<file path="src/rtl/paddle_cmd_writer.sv">
// Paddle-position command initiator: debounces player buttons, integrates them once
// per video frame and writes changed bar positions to the display over CMD_EN/CMD_DATA.
module paddle_cmd_writer #(
  parameter int unsigned DEBOUNCE_CYCLES = 65536,
  parameter int unsigned STEP            = 4,
  parameter int unsigned Y_MIN           = 0,
  parameter int unsigned Y_MAX           = 420,
  parameter int unsigned Y_INIT          = 210,
  parameter int unsigned STROBE_LEN      = 2
) (
  input  logic        CLK,
  input  logic        RST_BTN,
  input  logic        BTN_UP1,
  input  logic        BTN_DN1,
  input  logic        BTN_UP2,
  input  logic        BTN_DN2,
  input  logic        VGA_VS_I,
  output logic        CMD_EN,
  output logic [31:0] CMD_DATA,
  output logic        BUSY
);

  localparam int unsigned CNT_W  = (DEBOUNCE_CYCLES > 2) ? $clog2(DEBOUNCE_CYCLES) : 1;
  localparam int unsigned SCNT_W = (STROBE_LEN > 1) ? $clog2(STROBE_LEN) : 1;

  localparam logic [2:0] IDLE   = 3'd0;
  localparam logic [2:0] CALC   = 3'd1;
  localparam logic [2:0] SETUP  = 3'd2;
  localparam logic [2:0] STROBE = 3'd3;
  localparam logic [2:0] HOLD   = 3'd4;
  localparam logic [2:0] NEXT   = 3'd5;

  // Button bit order: [0]=UP1 [1]=DN1 [2]=UP2 [3]=DN2
  logic [3:0]       btn_raw, btn_s1, btn_s2, btn_db;
  logic [CNT_W-1:0] db_cnt [4];
  logic             vs_s1, vs_s2, vs_d, tick;

  logic [2:0]        state;
  logic [SCNT_W-1:0] scnt;
  logic [9:0]        y1, y2, y1_nx, y2_nx;
  logic              dirty1, dirty2, d1_nx, d2_nx;
  logic              sel, frame_pending, force_both;

  assign btn_raw = {BTN_DN2, BTN_UP2, BTN_DN1, BTN_UP1};

  always_ff @(posedge CLK or negedge RST_BTN) begin
    if (!RST_BTN) begin
      btn_s1 <= '0;
      btn_s2 <= '0;
      vs_s1  <= 1'b1;
      vs_s2  <= 1'b1;
      vs_d   <= 1'b1;
    end else begin
      btn_s1 <= btn_raw;
      btn_s2 <= btn_s1;
      vs_s1  <= VGA_VS_I;
      vs_s2  <= vs_s1;
      vs_d   <= vs_s2;
    end
  end

  assign tick = vs_d & ~vs_s2;

  always_ff @(posedge CLK or negedge RST_BTN) begin
    if (!RST_BTN) begin
      btn_db <= '0;
      for (int unsigned i = 0; i < 4; i++) db_cnt[i] <= '0;
    end else begin
      for (int unsigned i = 0; i < 4; i++) begin
        if (btn_s2[i] == btn_db[i]) begin
          db_cnt[i] <= '0;
        end else if (db_cnt[i] == CNT_W'(DEBOUNCE_CYCLES - 1)) begin
          btn_db[i] <= btn_s2[i];
          db_cnt[i] <= '0;
        end else begin
          db_cnt[i] <= db_cnt[i] + CNT_W'(1);
        end
      end
    end
  end

  // Lower bound is tested before subtracting so the unsigned Y never wraps.
  function automatic logic [9:0] next_y(input logic [9:0] y, input logic up, input logic dn);
    logic [10:0] sum;
    sum    = {1'b0, y} + 11'(STEP);
    next_y = y;
    if (up && !dn)
      next_y = (y < 10'(Y_MIN + STEP)) ? 10'(Y_MIN) : y - 10'(STEP);
    else if (dn && !up)
      next_y = (sum > 11'(Y_MAX)) ? 10'(Y_MAX) : sum[9:0];
  endfunction

  always_comb begin
    y1_nx = next_y(y1, btn_db[0], btn_db[1]);
    y2_nx = next_y(y2, btn_db[2], btn_db[3]);
    d1_nx = (y1_nx != y1) | force_both;
    d2_nx = (y2_nx != y2) | force_both;
  end

  assign BUSY = (state != IDLE);

  always_ff @(posedge CLK or negedge RST_BTN) begin
    if (!RST_BTN) begin
      state         <= IDLE;
      scnt          <= '0;
      y1            <= 10'(Y_INIT);
      y2            <= 10'(Y_INIT);
      dirty1        <= 1'b0;
      dirty2        <= 1'b0;
      sel           <= 1'b0;
      frame_pending <= 1'b0;
      force_both    <= 1'b1;
      CMD_EN        <= 1'b0;
      CMD_DATA      <= '0;
    end else begin
      if (tick && state != IDLE) frame_pending <= 1'b1;
      case (state)
        IDLE: begin
          if (tick || frame_pending) begin
            frame_pending <= 1'b0;
            state         <= CALC;
          end
        end
        CALC: begin
          y1     <= y1_nx;
          y2     <= y2_nx;
          dirty1 <= d1_nx;
          dirty2 <= d2_nx;
          // Data is loaded on entry to SETUP so it leads CMD_EN by a full cycle.
          if (d1_nx) begin
            sel      <= 1'b0;
            CMD_DATA <= {21'd0, 1'b0, y1_nx};
            state    <= SETUP;
          end else if (d2_nx) begin
            sel      <= 1'b1;
            CMD_DATA <= {21'd0, 1'b1, y2_nx};
            state    <= SETUP;
          end else begin
            state <= IDLE;
          end
        end
        SETUP: begin
          CMD_EN <= 1'b1;
          scnt   <= '0;
          state  <= STROBE;
        end
        STROBE: begin
          if (scnt == SCNT_W'(STROBE_LEN - 1)) begin
            CMD_EN <= 1'b0;
            state  <= HOLD;
          end else begin
            scnt <= scnt + SCNT_W'(1);
          end
        end
        HOLD: begin
          if (sel) dirty2 <= 1'b0;
          else     dirty1 <= 1'b0;
          state <= NEXT;
        end
        NEXT: begin
          if (dirty2) begin
            sel      <= 1'b1;
            CMD_DATA <= {21'd0, 1'b1, y2};
            state    <= SETUP;
          end else begin
            force_both <= 1'b0;
            state      <= IDLE;
          end
        end
        default: state <= IDLE;
      endcase
    end
  end

endmodule

</file>
<file path="config.mk">
export PLATFORM = sky130hd
export DESIGN_NAME = paddle_cmd_writer
export DESIGN_NICKNAME = d
export VERILOG_FILES = /design/src/rtl/paddle_cmd_writer.sv
export SDC_FILE = /design/constraint.sdc
export NUM_CORES = 1
export LEC_CHECK = 0
export CORE_AREA = 2 2 159 161
export DETAILED_ROUTE_END_ITERATION = 6
export DIE_AREA = 0 0 161 163
export SYNTH_ARGS = -nofsm -noshare
export SYNTH_HDL_FRONTEND = slang
export SYNTH_SLANG_ARGS = --single-unit
</file>
<file path="constraint.sdc">
create_clock -name CLK -period 4.9 [get_ports CLK]
set_input_delay 1.47 -clock CLK [delete_from_list [all_inputs] [get_ports CLK]]
set_output_delay 1.47 -clock CLK [all_outputs]
set_load 0.01 [all_outputs]
</file>
==> results.md <==
- Avg Cell Area, Syn: 8.823 µm²
- Inst Count DP: 1,097
- Worst vdd ir: 0.2122 mV
- I/O pin cnt: 41
- Fmax achieved: 242.7 MHz
- Hold-fix buffer count after cts: 0
- Internal power: 1.894 mW
- Placeable Area: 24,670 µm²
- Sw Share: 23.63%
- Crit path max-delay family: compound AO/OA/AOI/OAI gates
- Overall power: 2.480 mW
- GRT Total Usage: 11.74%
- Max Cap Viol: 0
- CTS clk-pin slew, worst paths: 60 ps
- Worst-Margin Slew: 977.7 ps
- Vias per inst: 4.782
- Synth Register Bits: 118
- Vias in the first global route: 5,076
- Port Buf Inserts: 19
- Drt pass-1 iters: 5
- Top cell type's share of synthesized area: 37.68%
- DR DRC count: 0
- Fin crit share: 84.09%
- Unrepaired setup endpoints after global routing: no
- Rows: 58
- Hold Path Class: flop to flop
- Crit path time final: 4121 ps
- CP Data Required Time: 5210 ps
- Most common cell in the netlist: nor2_1
- Max_slew headroom: 34.82%
- Post-Syn Area: 7041 µm²
- DR iter-0 viols: 388
- Die ar.: 26,240 µm²
- Clock Sinks: 118
- Total wire length: 14,530 µm
- Area leader, netlist: dfrtp_1
- CTS tree: done
- Post-synth EDFFs: 0
- DP HPWL: 9748 µm
- CTS buffer count: 17
- Yosys warnings: 0
- Cell at the slowest stage of the critical path: o31ai_4
- WS Path Type: flop to flop
- Status: complete, no violations
- Seq pwr share: 41.4%
- Clk root buf: clkbuf_16
- Crit-path max cell delay: 710 ps
- Clk_lat worst skew: 420 ps
- CP Cell Sequence: ha_1 > and2b_1 > a31oi_1 > o22a_1 > o41ai_4 > or4b_1 > nand2_1 > o2111ai_2 > o31ai_4 > mux2_2
- Worst-path maximum fanout: 13
- NetSw: 0.5861 mW
- Main synth FF type: dfrtp_1
- RePlAce Congestion: 0.8483
- Cells after synthesis: 798
- Sequential area share after synthesis: 42.15%
- Largest net degree at the start of global routing: 102
- Share of cells above drive strength 1: 9.762%
- Clk_skew: 10.24 ps
- Synth area leaders: dfrtp_1 38%, nor2_1 6.0%, dfstp_2 4.5%, nand2_1 4.5%, xor2_1 4.1%
- Slew Limit Fails: 0
- Fin nets: 803
- Comb pwr share: 4.9%
- Number of setup buffers added after CTS: 0
- Max Buffers Root-to-Sink: 2
- Startpoint Class: flop
- Antenna Cells: 0
- Non-filler cells in the finished layout: 1,129
- FFs w/ async S/R, synth: 100.0%
- Final setup vio count: 0
- Placement Cell Area: 7342 µm²
- Crit end category: flop
- Reg2Reg Setup Slack: 780 ps
- Lkg Pwr: 3.340 nW
- Area Growth Syn to Fin: 13.20%
- Max H-tree Level: 4
- Finished Cell Area: 7970 µm²
- Die width: 161 µm
- CTS resizes: 0
- Setup TNS Final: 0 ps
- Clk network pwr share: 53.7%
- Final Hold Vio Count: 0
- Total vias in the final route: 5,399
- Post-synth top cells: 113 x nor2_1, 106 x dfrtp_1, 84 x nand2_1, 42 x nand3_1, 39 x o21ai_0
- Netlist cell types: 75
- Worst path arrival time: 4430 ps
- Chip height: 163 µm
- Worst Path Buf+Inv: 0
- Routed WL per cell: 12.87 µm
- Initial antenna violation count: 0
- GRT overflow: 0
- First-pass GRT wire length: 25,250 µm
- Power Density: 311.1 nW/µm²
- Antenna viol nets, final: 0
- Initial Util: 28.53%
- Worst hold margin: 346.5 ps
through the flow:
stage | setup WS, ps | util [%]
3_5_place_dp | 799.9 | 29.76
3_3_place_gp | 884.6 | 29.76
6_report | 779.5 | 32.30
2_1_floorplan | 1420 | -
5_1_grt | 545.8 | 32.30
4_1_cts | 783.6 | 32.30
state kept, by name, summed over array words and instances, names as in the netlist, 3 cells and up:
| name | count |
|---|---|
| y2 | 10 |
| y1 | 10 |
| CMD_DATA | 10 |
| state | 3 |
| btn_s2 | 4 |
| db_cnt | 64 |
| btn_db | 4 |
| btn_s1 | 4 |
power by group through the flow:
stage	Clock, mW	Combinational, mW	Sequential (mW)
2_1_floorplan	0	0.101	1.03
3_3_place_gp	0	0.124	1.04
3_5_place_dp	0	0.124	1.04
4_1_cts	1.36	0.125	1.02
5_1_grt	1.40	0.143	1.03
6_report	1.33	0.123	1.03
final timing paths:
path,from,depth (start not counted),end
max reg2reg,y2[3],10,CMD_DATA[0]
min,btn_s1[1],0,btn_s2[1]
max in group asynchronous,RST_BTN,2,vs_s1
min reg2reg,btn_s1[1],0,btn_s2[1]
max,y2[3],10,CMD_DATA[0]
min in group asynchronous,RST_BTN,1,db_cnt[54]
worst reg2reg max path: cells and delay by family, from the launching register on:
family                   cells  cell delay [ps]
multiplexers                 1              410
AO/OA/AOI/OAI                5             1810
AND/OR/NAND/NOR              3              750
flip-flops                   1              600
adder cells (fa/ha/maj)      1              430
cell families after synthesis:
family / count (synthesis) / synth area share, %
flops: 118 / 42.15
xor+xnor: 64 / 7.962
fa+ha+maj: 10 / 1.777
other cells: 1 / 0.05326
buf+inv: 95 / 6.878
simple gates: 353 / 24.01
compound gates: 130 / 12.55
mux: 27 / 4.621
routing by layer:
metal  GRT usage (%)  vias to the layer above  wire length (µm)
met5               0                        -                 0
met4           5.032                        0               249
met3           2.419                       17               578
met2           18.12                      118              6569
met1           15.97                     2573              7131
li1                -                     2691                 -
layout make-up:
cell class	instances	area, µm²
Clock inverter	14	198.9
Clock buffer	18	429.2
Fill cell	2564	16700
Multi-Input combinational cell	605	3664
Timing Repair Buffer	20	207.7
Tap cell	330	412.9
Inverter	24	90.09
Sequential cell	118	2968
cell usage in the layout (no fill, tap or decap), types with 5 or more instances in the layout:
cell | netlist | routed
xor2_1 | 33 | 33
xnor2_1 | 31 | 31
conb_1 | 1 | 21
nor3_1 | 12 | 12
and2_1 | 6 | 6
nor2_1 | 113 | 113
dfrtp_1 | 106 | 106
nor4_1 | 8 | 8
a31oi_1 | 11 | 11
dfstp_2 | 12 | 12
ha_1 | 10 | 10
o22ai_1 | 9 | 9
nand4_1 | 9 | 9
clkdlybuf4s50_1 | 0 | 18
mux2_2 | 9 | 9
o21ai_0 | 39 | 39
or2_2 | 7 | 7
a21oi_1 | 20 | 20
nor2b_1 | 10 | 10
inv_1 | 24 | 24
mux2i_1 | 7 | 7
nand3_1 | 42 | 42
and3_1 | 29 | 29
nand2_1 | 84 | 84
o21a_1 | 5 | 5
o211ai_1 | 5 | 5
mux2_4 | 8 | 8
nand2b_1 | 9 | 9
clkbuf_16 | 0 | 17
Power figures use the tool's default switching activity.
